==> src/rtl/shift_pkg.sv <==
// Shared constants and requester IDs for the shared-shifter arbiter.
package shift_pkg;

    localparam int SHIFT_DATA_W  = 32;
    localparam int SHIFT_SHAMT_W = 5;

    typedef enum logic {
        REQ_ALU = 1'b0,
        REQ_MUL = 1'b1
    } req_id_e;

endpackage

==> src/rtl/Shifter.sv <==
// 32-bit left barrel shifter: five cascaded stages (SLL1, SLL2, SLL4, SLL8, SLL16), zero fill.
module Shifter (
    input  logic [31:0] dataA,
    input  logic [4:0]  dataB,
    output logic [31:0] dataOut
);

    logic [31:0] stage [0:5];

    assign stage[0] = dataA;

    generate
        for (genvar gi = 0; gi < 5; gi++) begin : g_sll
            assign stage[gi+1] = dataB[gi] ? (stage[gi] << (1 << gi)) : stage[gi];
        end
    endgenerate

    assign dataOut = stage[5];

endmodule

==> src/rtl/shift_rr_arb.sv <==
// Two-way arbiter for the shared shifter. SHIFT_ARB_RR_EN selects round-robin
// (with last_gnt pointer); otherwise requester 0 has fixed priority.
module shift_rr_arb (
`ifdef SHIFT_ARB_RR_EN
    input  logic       clk,
    input  logic       rst_n,
`endif
    input  logic       en_i,
    input  logic [1:0] valid_i,
    output logic [1:0] gnt_o
);

`ifdef SHIFT_ARB_RR_EN
    logic last_gnt_q;
    logic last_gnt_d;

    always_ff @(posedge clk or negedge rst_n) begin
        if (!rst_n) begin
            last_gnt_q <= 1'b1;
        end else begin
            last_gnt_q <= last_gnt_d;
        end
    end

    // On a tie the requester that did not win last time takes the grant.
    always_comb begin
        gnt_o = 2'b00;
        if (en_i) begin
            if (valid_i == 2'b11) begin
                gnt_o = last_gnt_q ? 2'b01 : 2'b10;
            end else begin
                gnt_o = valid_i;
            end
        end
    end

    always_comb begin
        last_gnt_d = last_gnt_q;
        if (gnt_o != 2'b00) begin
            last_gnt_d = gnt_o[1];
        end
    end
`else
    always_comb begin
        gnt_o = 2'b00;
        if (en_i) begin
            if (valid_i[0]) begin
                gnt_o = 2'b01;
            end else if (valid_i[1]) begin
                gnt_o = 2'b10;
            end
        end
    end
`endif

endmodule

==> src/rtl/shift_arbiter.sv <==
// Shares one left barrel shifter between two valid/ready requesters through a
// capture stage (S1) and a back-pressurable response register (S2).
// Optional feature macro: SHIFT_ARB_RR_EN (round-robin instead of fixed priority).
module shift_arbiter
    import shift_pkg::*;
#(
    parameter int DATA_W  = SHIFT_DATA_W,
    parameter int SHAMT_W = SHIFT_SHAMT_W
) (
    input  logic               clk,
    input  logic               rst_n,
    input  logic               req0_valid,
    input  logic [DATA_W-1:0]  req0_data,
    input  logic [SHAMT_W-1:0] req0_shamt,
    output logic               req0_ready,
    input  logic               req1_valid,
    input  logic [DATA_W-1:0]  req1_data,
    input  logic [SHAMT_W-1:0] req1_shamt,
    output logic               req1_ready,
    output logic               rsp_valid,
    output logic               rsp_id,
    output logic [DATA_W-1:0]  rsp_data,
    input  logic               rsp_ready
);

    logic               s1_valid_q, s1_valid_d;
    req_id_e            s1_id_q, s1_id_d;
    logic [DATA_W-1:0]  s1_data_q, s1_data_d;
    logic [SHAMT_W-1:0] s1_shamt_q, s1_shamt_d;
    logic               rsp_valid_q, rsp_valid_d;
    req_id_e            rsp_id_q, rsp_id_d;
    logic [DATA_W-1:0]  rsp_data_q, rsp_data_d;

    logic               s2_free, s1_adv, s1_free;
    logic [1:0]         gnt;
    logic [DATA_W-1:0]  shift_out;

    assign s2_free = !rsp_valid_q || rsp_ready;
    assign s1_adv  = s1_valid_q && s2_free;
    assign s1_free = !s1_valid_q || s1_adv;

    // Gating with rst_n keeps both ready outputs low while reset is held.
    shift_rr_arb u_arb (
`ifdef SHIFT_ARB_RR_EN
        .clk     (clk),
        .rst_n   (rst_n),
`endif
        .en_i    (s1_free && rst_n),
        .valid_i ({req1_valid, req0_valid}),
        .gnt_o   (gnt)
    );

    assign req0_ready = gnt[0];
    assign req1_ready = gnt[1];

    Shifter u_shifter (
        .dataA   (s1_data_q),
        .dataB   (s1_shamt_q),
        .dataOut (shift_out)
    );

    always_comb begin
        s1_valid_d = s1_valid_q;
        s1_id_d    = s1_id_q;
        s1_data_d  = s1_data_q;
        s1_shamt_d = s1_shamt_q;
        if (s1_free) begin
            s1_valid_d = gnt[0] || gnt[1];
        end
        if (gnt[0]) begin
            s1_id_d    = REQ_ALU;
            s1_data_d  = req0_data;
            s1_shamt_d = req0_shamt;
        end else if (gnt[1]) begin
            s1_id_d    = REQ_MUL;
            s1_data_d  = req1_data;
            s1_shamt_d = req1_shamt;
        end
    end

    always_comb begin
        rsp_valid_d = rsp_valid_q;
        rsp_id_d    = rsp_id_q;
        rsp_data_d  = rsp_data_q;
        if (s2_free) begin
            rsp_valid_d = s1_valid_q;
        end
        if (s1_adv) begin
            rsp_id_d   = s1_id_q;
            rsp_data_d = shift_out;
        end
    end

    always_ff @(posedge clk or negedge rst_n) begin
        if (!rst_n) begin
            s1_valid_q  <= 1'b0;
            s1_id_q     <= REQ_ALU;
            s1_data_q   <= '0;
            s1_shamt_q  <= '0;
            rsp_valid_q <= 1'b0;
            rsp_id_q    <= REQ_ALU;
            rsp_data_q  <= '0;
        end else begin
            s1_valid_q  <= s1_valid_d;
            s1_id_q     <= s1_id_d;
            s1_data_q   <= s1_data_d;
            s1_shamt_q  <= s1_shamt_d;
            rsp_valid_q <= rsp_valid_d;
            rsp_id_q    <= rsp_id_d;
            rsp_data_q  <= rsp_data_d;
        end
    end

    assign rsp_valid = rsp_valid_q;
    assign rsp_id    = rsp_id_q;
    assign rsp_data  = rsp_data_q;

endmodule

==> config.mk <==
export PLATFORM = sky130hd
export DESIGN_NAME = shift_arbiter
export DESIGN_NICKNAME = d
export VERILOG_FILES = /design/src/rtl/shift_pkg.sv /design/src/rtl/Shifter.sv /design/src/rtl/shift_rr_arb.sv /design/src/rtl/shift_arbiter.sv
export SDC_FILE = /design/constraint.sdc
export NUM_CORES = 1
export LEC_CHECK = 0
export CORE_UTILIZATION = 35
export DETAILED_ROUTE_END_ITERATION = 12
export HOLD_SLACK_MARGIN = 0.06
export PLACE_DENSITY = 0.72
export SLEW_MARGIN = 25
export SYNTH_ARGS = -nofsm -noshare
export SYNTH_HDL_FRONTEND = slang
export SYNTH_SLANG_ARGS = --single-unit
==> constraint.sdc <==
create_clock -name clk -period 1.75 [get_ports clk]
set_input_delay 0.35 -clock clk [delete_from_list [all_inputs] [get_ports clk]]
set_output_delay 0.35 -clock clk [all_outputs]
set_load 0.05 [all_outputs]
==> impl_results.md <==
* Synth Net Count at 551
* Root Buffer: clkbuf_16
* Post-synth ARST share at 100%
* Highest attainable clock frequency at 0.486 GHz
* Post-layout utilization of the core at 59.9%
* Post-Synthesis Cell Area at 4770 um2
* DRT antenna net count at 0
* Fraction of final layout cells sized beyond drive strength 1 at 40.7%
* CP endpoint kind: flip-flop
* Proportion of synthesized chip area in sequential cells at 38.3%
* Top-area cell type share of the netlist area at 38.3%
* Cts bufs inserted at 9
* Combinational fraction of design power at 59.6%
* Wire length of the first global-routing pass at 25.3 mm
* Post-route minimum period at 2.06 ns
* Routed WL at 16.4 mm
* Placeable core region at 13,200 um2
* RePlAce Congestion at 0.957
* Area leader, netlist: dfrtp_1
* Aggregate global-route resource usage at 23.3%
* Maximum vdd drop at 577 uV
* Number of remaining DRC errors at 0
* Via count of the first global-routing pass at 4,693
* Layout Skew at 0.00843 ns
* Starting Density at 36.0%
* Synthesized instance count at 472
* Area Growth Syn to Fin at 66.5%
* Maximum number of buffers from clock root to sink at 2
* Switching share of power at 41.2%
* Data required time of the worst path at 1.98 ns
* Final count of pins violating max slew at 0
* Unrepaired setup endpoints after global routing: true
* Final hold vios at 0
* Count of hold-fix buffers inserted at cts at 0
* Largest net degree at the start of global routing at 74
* Worst skew pair latency at 0.34 ns
* Number of detailed-routing iterations run before antenna repair at 5
* Die Area at 14,100 um2
* HPWL after DPL at 12.2 mm
* Crit path kind: flip-flop to flip-flop
* Floorplan die width at 119 um
* Clock edge transition at the registers on the reported setup and hold paths at 0.06 ns
* TritonCTS clock tree: done
* Fill count at 1,098
* Leftover overflow at the end of global routing at 0
* Cell row count at 42
* Path class of the lowest-slack min-delay path: input port to asynchronous set/reset pin
* Critical path startpoint category: flip-flop
* Register bit count reported by yosys at 73
* Input/output buffers at 114
* Final period util at 118%
* Max cap viols at 0
* Overall via count from detail_route at 4,773
* Leakage power total at 3.63 nW
* Power Density at 1350 nW/um2
* Result of the run: finished with violations
* Relative slew slack at 68.3%
* Diode count at 0
* Transition at the pin with the smallest max-transition slack at 0.473 ns
* Synth unique cells at 50
* Clk sink count at 73
* Leading cell types by total area after synthesis: dfrtp_1, mux2i_1, mux4_2, nor2_1, a21oi_1
* Mean cell area of the mapped netlist at 10.1 um2
* Initial drt markers at 288
* Proportion of power drawn by flip-flops and latches at 23.7%
* Commonest register cell after synthesis: dfrtp_1
* Net count, final at 779
* Proportion of power drawn by the clock network at 16.8%
* Number of antenna violations at the first check in global routing at 0
* Number of synthesized flops with an enable pin at 0
* Net Switching at 4.42 mW
* Synthesis warning total at 0
* Via-to-Cell Ratio at 5.42
* Min setup slack post-route at -0.307 ns
* Final setup TNS at -3.61 ns
* Violated checks: negative setup slack
* Int Pwr at 6.31 mW
* Arrival time reported for the critical path endpoint at 2.29 ns
* WL/cell at 18.6 um
* Number of endpoints failing setup at the final stage at 24
* Worst-path maximum fanout at 3
* Number of ports placed on the die boundary at 115
* Worst setup timing slack at the placement stage at -0.327 ns
* Vert. Die Dim at 119 um
* Clock H-tree levels at 3
-- power groups by stage --
stage                     Combinational (mW)  Sequential (mW)  Clock [mW]
after floorplan                         2.15             3.41           0
after global placement                  5.10             2.54           0
after detailed placement                5.15             2.56           0
after CTS                               5.65             2.52        1.84
after global routing                    6.71             2.59        1.90
final                                   6.39             2.54        1.80
-- final timing paths --
check | slack, ns | to | cells past startpoint | start
max | -0.31 | rsp_data[30]$_DFFE_PN0P_ | 4 | s1_shamt_q[0]$_DFFE_PN0P_
min | 0.08 | rsp_data[0]$_DFFE_PN0P_ | 2 | rst_n
max reg2reg | -0.31 | rsp_data[30]$_DFFE_PN0P_ | 4 | s1_shamt_q[0]$_DFFE_PN0P_
min reg2reg | 0.48 | rsp_id$_DFFE_PN0P_ | 2 | rsp_id$_DFFE_PN0P_
max in group asynchronous | 1.34 | s1_shamt_q[1]$_DFFE_PN0P_ | 2 | rst_n
min in group clk | 0.48 | rsp_id$_DFFE_PN0P_ | 2 | rsp_id$_DFFE_PN0P_
-- per-layer routing --
metal / vias up / part of all wire, % / GRT usage, % / routed length, um
met3: 28 / 5.3 / 3.91 / 864
met4: 0 / 2.1 / 8.39 / 340
met1: 2344 / 44 / 31.5 / 7230
li1: 2227 / - / - / -
met2: 174 / 49 / 37.4 / 7980
met5: - / 0 / 0 / 0
-- registers in the layout (all words and copies together), names as in the netlist --
signal and count:
s1_shamt_q 5, rsp_id 1, s1_valid_q 1, rsp_data 32, s1_data_q 32, rsp_valid 1, s1_id_q 1
-- cells in the mapped netlist (5+ instances only) --
master,count
buf_2,11
o21ai_1,7
o22ai_1,5
nand3_1,7
mux4_2,14
nor2_1,61
inv_1,5
a221o_1,8
buf_1,9
mux2_1,9
nand2_1,36
a21oi_1,45
nor2b_1,5
mux2_2,10
clkbuf_1,9
dfrtp_1,73
mux2i_1,77
nor3_1,7
a22o_1,8
o21ai_0,5
-- timing repair --
action,in CTS,in global routing
pin swaps,8,26
resized for setup,59,74
endpoints found under the hold margin,0,0
buffers inserted,11,24
setup endpoints to repair,29,33
gates cloned,0,1
-- worst max-delay path, stage by stage (launching register included) --
cell	delay (ns)
dfrtp_1	0.41
mux4_2	0.53
mux2_4	0.30
a221o_1	0.38
a221o_1	0.33
-- cell usage in the layout (no fill, tap or decap), types with 4 or more instances in the layout --
| cell | synthesis | final |
|---|---|---|
| mux2i_4 | 0 | 13 |
| clkbuf_16 | 0 | 10 |
| a221o_1 | 8 | 8 |
| mux2i_1 | 77 | 59 |
| o21ai_1 | 7 | 4 |
| nor3_1 | 7 | 5 |
| o22ai_2 | 0 | 4 |
| a31oi_1 | 4 | 4 |
| mux2i_2 | 1 | 6 |
| mux2_4 | 0 | 11 |
| dfrtp_1 | 73 | 71 |
| buf_8 | 0 | 5 |
| buf_12 | 0 | 12 |
| clkbuf_8 | 0 | 4 |
| o21ai_0 | 5 | 4 |
| a21oi_1 | 45 | 42 |
| buf_4 | 2 | 135 |
| buf_6 | 4 | 22 |
| nand2_1 | 36 | 32 |
| nand2_2 | 0 | 4 |
| nand3_1 | 7 | 5 |
| mux2_2 | 10 | 5 |
| o21ai_2 | 0 | 4 |
| clkdlybuf4s50_1 | 0 | 76 |
| mux4_2 | 14 | 18 |
| a22o_1 | 8 | 8 |
| nor2_1 | 61 | 57 |
| nor2b_1 | 5 | 4 |
-- cell families (layout without fill, tap and decap cells) --
kind of cell	Yosys count	in the layout	synth area share [%]
AO/OA/AOI/OAI	111	111	15.6
buffers and inverters	41	274	4.30
flip-flops	73	73	38.3
multiplexers	115	115	29.8
AND/OR/NAND/NOR	132	132	12.0
-- area by class of cell --
| class | count | area [um2] | share of cell area, % |
|---|---|---|---|
| multi-input combinational | 358 | 3190 | 40.2 |
| timing repair buffer | 252 | 2370 | 29.9 |
| sequential | 73 | 1830 | 23.0 |
| clock buffer | 15 | 288 | 3.62 |
| tap | 176 | 220 | 2.77 |
| inverter | 6 | 28.8 | 0.362 |
| clock inverter | 1 | 7.51 | 0.0946 |
-- metrics by stage --
step	instance area (um2)	std cells	power (mW)	hold WS, ns
CTS	7410	859	10.0	0.104
finish	7940	881	10.7	0.0809
global placement	6770	832	7.64	0.449
detailed placement	6770	832	7.72	0.447
floorplan	4820	472	5.56	0.0544
global route	7940	881	11.2	0.127
(Power assumes the default switching activity.)
